### src/rtl/alu_multicycle.sv
// Registered multi-cycle ALU: arithmetic/logic ops in one step, shifts one bit per cycle.
// Latency: 1 cycle for non-shift ops (and shift count 0), k+1 cycles for a k-bit shift.
// Backpressure: a response is held in DONE until rsp_ready; req_ready is low outside IDLE.
// Ports:
//   clk, reset                 clock, synchronous active-high reset
//   req_valid/req_ready        request handshake; alu_cmd, inA, inB, sc_i sampled on accept
//   rsp_valid/rsp_ready        response handshake; rslt, sc_o, pari, zero, eq held while valid
module alu_multicycle #(
  parameter int W = 8
) (
  input  logic         clk,
  input  logic         reset,
  input  logic         req_valid,
  output logic         req_ready,
  input  logic [2:0]   alu_cmd,
  input  logic [W-1:0] inA,
  input  logic [W-1:0] inB,
  input  logic         sc_i,
  output logic         rsp_valid,
  input  logic         rsp_ready,
  output logic [W-1:0] rslt,
  output logic         sc_o,
  output logic         pari,
  output logic         zero,
  output logic         eq
);

  localparam int CW = $clog2(W) + 1;

  typedef enum logic [1:0] {S_IDLE, S_SHIFT, S_DONE} state_t;

  state_t        state, state_nxt;
  logic [W-1:0]  acc;
  logic [CW-1:0] cnt;
  logic          dir_r;     // 1 = LSR, 0 = LSL
  logic          fill_r;

  logic          accept;
  logic          is_shift;
  logic          go_shift;
  logic [CW-1:0] k;
  logic [W-1:0]  op_rslt;
  logic          op_co;
  logic [W-1:0]  acc_step;
  logic          step_out;

  assign accept   = req_valid & (state == S_IDLE) & ~reset;
  assign is_shift = (alu_cmd[2:1] == 2'b00);
  assign go_shift = is_shift & (k != '0);

  // Shift amounts of W or more all behave as a full-width shift.
  always_comb begin
    k = inA[CW-1:0];
    if (inA >= W'(W))
      k = CW'(W);
  end

  // Single-step result for everything except a nonzero shift.
  always_comb begin
    op_rslt = '0;
    op_co   = 1'b0;
    case (alu_cmd)
      3'b000, 3'b001: op_rslt = inB;  // only reached with k == 0
      3'b010: op_rslt = inA;
      3'b011: {op_co, op_rslt} = {1'b0, inB} + (W+1)'(1);
      3'b100: {op_co, op_rslt} = {1'b0, inA} + {1'b0, inB} + {{W{1'b0}}, sc_i};
      3'b101: op_rslt = inA ^ inB;
      3'b110: op_rslt = {{(W-1){1'b0}}, ^inB};
      default: op_rslt = inA & inB;
    endcase
  end

  // One serial shift step; step_out is the bit leaving the accumulator.
  always_comb begin
    if (dir_r) begin
      acc_step = {fill_r, acc[W-1:1]};
      step_out = acc[0];
    end else begin
      acc_step = {acc[W-2:0], fill_r};
      step_out = acc[W-1];
    end
  end

  always_ff @(posedge clk) begin
    if (reset)
      state <= S_IDLE;
    else
      state <= state_nxt;
  end

  always_comb begin
    state_nxt = state;
    req_ready = 1'b0;
    rsp_valid = 1'b0;
    case (state)
      S_IDLE: begin
        req_ready = ~reset;
        if (accept)
          state_nxt = go_shift ? S_SHIFT : S_DONE;
      end
      S_SHIFT: begin
        if (cnt == CW'(1))
          state_nxt = S_DONE;
      end
      S_DONE: begin
        rsp_valid = 1'b1;
        if (rsp_ready)
          state_nxt = S_IDLE;
      end
      default: state_nxt = S_IDLE;
    endcase
  end

  always_ff @(posedge clk) begin
    if (reset) begin
      rslt   <= '0;
      sc_o   <= 1'b0;
      pari   <= 1'b0;
      zero   <= 1'b0;
      eq     <= 1'b0;
      acc    <= '0;
      cnt    <= '0;
      dir_r  <= 1'b0;
      fill_r <= 1'b0;
    end else if (accept) begin
      eq     <= (inA == inB);
      acc    <= inB;
      cnt    <= k;
      dir_r  <= alu_cmd[0];
      fill_r <= sc_i;
      if (!go_shift) begin
        rslt <= op_rslt;
        sc_o <= op_co;
        pari <= ^op_rslt;
        zero <= (op_rslt == '0);
      end
    end else if (state == S_SHIFT) begin
      acc <= acc_step;
      cnt <= cnt - CW'(1);
      // Output registers are only written on the final step, so flags match rslt.
      if (cnt == CW'(1)) begin
        rslt <= acc_step;
        sc_o <= step_out;
        pari <= ^acc_step;
        zero <= (acc_step == '0);
      end
    end
  end

endmodule

### config.mk
export PLATFORM = sky130hd
export DESIGN_NAME = alu_multicycle
export DESIGN_NICKNAME = d
export VERILOG_FILES = /design/src/rtl/alu_multicycle.sv
export SDC_FILE = /design/constraint.sdc
export NUM_CORES = 1
export LEC_CHECK = 0
export BUFFER_PORTS_ARGS = -buffer_cell sky130_fd_sc_hd__buf_2
export CAP_MARGIN = 20
export CORE_UTILIZATION = 55
export DETAILED_ROUTE_END_ITERATION = 10
export PLACE_DENSITY_LB_ADDON = 0.05
export SLEW_MARGIN = 20
export SYNTH_ARGS = -nofsm -noshare
export SYNTH_HDL_FRONTEND = slang
export SYNTH_SLANG_ARGS = --single-unit
### constraint.sdc
create_clock -name clk -period 2.8 [get_ports clk]
set_input_delay 0.28 -clock clk [delete_from_list [all_inputs] [get_ports clk]]
set_output_delay 0.28 -clock clk [all_outputs]
set_load 0.02 [all_outputs]
==> impl_metrics.yaml <==
sta:
  drv_slew: 0
  fmax_ghz: 0.385
  layout_setup_ws_ns: 0.200
  maxSlewHeadroom_pct: 60.6
  finalCritPeriodShare_pct: 92.8
  fin_skew_ns: 0.00374
  finalHoldViolations: 0
  rsz0062_at_grt: "false"
  fin_crit_ns: 2.60
  setup_viol: 0
  worst_pin_slew_ns: 0.585
power_and_ir_drop:
  finalPower_uw: 1220
  vdd_ir_drop_max_v: 0.000277
  leakage_uw: 0.00126
  power_density_mw_per_mm2: 401
place:
  place.gp.congestion: 0.938
  dp_hpwl_um: 5810
  port-buffer-count: 37
  dp_worst_setup_slack_ns: -0.106
floorplan:
  row_count: 24
  core_area_mm2: 0.00441
  dieArea_mm2: 0.00496
  initial_core_util_pct: 58.3
  dieHeight_um: 70.4
  die_w_um: 70.4
  num_io_pins: 38
clock_tree:
  clkTransAtPathRegs_ns: 0.09
  cts_buffer_depth: 2
  cts_sinks: 28
  cts_buffers: 3
  cts_tree: "yes"
  clk_latency_ns: 0.28
  htree_levels: 1
  clock-root-buffer: "clkbuf_8"
  cts_setup_buffers: 0
route:
  initialDrtViolationCount: 241
  post_drt_wl_per_cell_um: 17.0
  drt-total-wl_um: 7480
  dr.pass1.iters: 5
  drc_errors: 0
  antenna_left: 0
  via_count: 2745
  vias_per_cell: 6.24
synthesis:
  synth-adder-area-share_pct: 12.3
  yosysTopAreaCell: "dfxtp_1"
  synth_ff_type: "dfxtp_1"
  avgSynthCellArea_um2: 7.68
  yosysSeqAreaShare_pct: 21.8
  synth-async-reset-ratio_pct: 0
  ys_ff_latch: 28
  synthTopCellsByArea: "dfxtp_1, ha_1, nand2_1"
  synth_compound_area_share_pct: 26.2
  synth_top_family_by_area: "compound AO/OA/AOI/OAI gates"
  synth_top_area_share_pct: 21.8
  synth-simple-area-share_pct: 25.3
  synthDistinctLibCells: 51
  synth-xor-area-share_pct: 5.10
  ys_warn_count: 0
  syn-num-nets: 383
  synthMuxAreaShare_pct: 5.06
  synth_cells: 335
  synth-edff-count: 0
  syn_area_mm2: 0.00257
finish:
  drive_gt1_share_pct: 21.4
  antenna_cells: 0
  multiInputGateArea_mm2: 0.00193
  seqCellArea_um2: 561
  nets: 438
  syn2layout_area_growth_pct: 18.5
  n_fill_cell: 400
  final_common_cell: "nand2_1"
  final_cell_mix: "nand2_1, buf_2, buf_4"
critical_path:
  worstSetupPathType: "input pin to register"
  required_ns: 2.96
  r2r_setup_slack_ns: 0.72
  rr_startpoint: "dir_r"
  cp-startpoint: "inA[0]"
  crit_end: "pari"
  worstReg2RegEnd: "pari"
  r2r_cells: 7
  endpoint_kind: "register"
  crit_fanout: 3
  cp-start-kind: "input pin"
  cp.arrival_ns: 2.76
hold_path:
  min_from: "rsp_ready"
  hp-class: "input pin to register"
  hold_path_depth: 3
grt:
  use_met2_pct: 45.5
  met3_usage_pct: 4.04
  grt_pass1_wl_um: 12300
  grt_usage_pct: 31.1
  gr-total-overflow: 0
  grt_busiest_layer: "met1"
  grt_use_met1_pct: 47.6
  grt_max_degree: 35
  grt_pass1_vias: 2476
  antenna_found_initial: 0
run:
  drv_cap: 0
outcome:
  status: "finished, final reports clean"
## worst min-delay path by stage
stage                     slack (ns)       end
after floorplan                 0.38    fill_r
after global placement          0.44   rslt[1]
after detailed placement        0.45   rslt[1]
after CTS                       0.25  state[1]
after global routing            0.26  state[1]
final                           0.25  state[1]
## synth_stat cells (2+ instances only)
cell type	n
a211o_1	2
a211oi_1	6
a21o_1	4
a21oi_1	30
a31oi_1	5
and2_1	2
buf_2	5
clkbuf_1	12
dfxtp_1	28
fa_1	2
ha_1	22
inv_1	9
mux2i_1	13
nand2_1	44
nand2b_1	6
nand3_1	6
nand3b_1	11
nand4_1	2
nand4b_1	2
nor2_1	17
nor2b_1	6
nor3_1	9
nor3b_1	3
nor4_1	4
o211ai_1	14
o21a_1	2
o21ai_0	16
o22ai_1	6
o32ai_1	3
o41ai_1	2
or2_2	2
or3_1	4
or4_1	5
xnor2_1	10
xor2_1	5
## state kept, by name (all words and copies together) (netlist names)
register,count
zero,1
cnt,4
sc_o,1
eq,1
dir_r,1
fill_r,1
acc,8
pari,1
rslt,8
state,2
## per-layer routing
| metal | part of all wire [%] | vias up |
|---|---|---|
| met1 | 48 | 1254 |
| met2 | 43 | 127 |
| met4 | 2.5 | 0 |
| met5 | 0 | - |
| met3 | 7.1 | 23 |
| li1 | - | 1341 |
## metrics by stage
step                util (%)  hold WS [ns]  setup TNS [ns]  instances  instance area (µm²)
finish                  69.1         0.254               0        440                 3050
global placement        67.6         0.438         -0.0777        437                 2980
detailed placement      67.6         0.451          -0.106        437                 2980
global route            69.1         0.260               0        440                 3050
CTS                     68.5         0.251               0        440                 3020
floorplan                  -         0.379               0        335                 2570
## worst max-delay path, stage by stage
cell and delay (ns):
buf_2 0.11, fa_2 0.23, inv_1 0.06, fa_2 0.35, or3_1 0.35, a311o_1 0.34
o21ai_0 0.07, a31oi_1 0.10, ha_1 0.37, xnor2_2 0.14, xnor2_1 0.12, o211ai_1 0.16
a21oi_1 0.09
## report_power, final
| part | total (µW) | internal (µW) | switching, µW |
|---|---|---|---|
| Sequential | 456 | 430 | 25.9 |
| Combinational | 549 | 249 | 300 |
| Clock | 218 | 96.8 | 121 |
## logic make-up (layout without fill, tap and decap cells)
kind of cell    Yosys count  count (layout)
compound gates          101             101
xor+xnor                 15              15
fa+ha+maj                24              24
buf+inv                  28              81
flops                    28              28
mux                      13              13
simple gates            126             126
## area by class of cell
class | instances | area share [%]
Tap cell | 52 | 2.13
Inverter | 10 | 1.23
Timing Repair Buffer | 68 | 13.7
Clock buffer | 3 | 1.35
Sequential cell | 28 | 18.4
Multi-Input combinational cell | 279 | 63.2
## what timing repair did
action,4_1_cts,5_1_grt
resized for setup,0,6
endpoints found under the setup margin,0,1
hold buffers,0,0
Note: power is estimated with default switching activity, not from simulation.
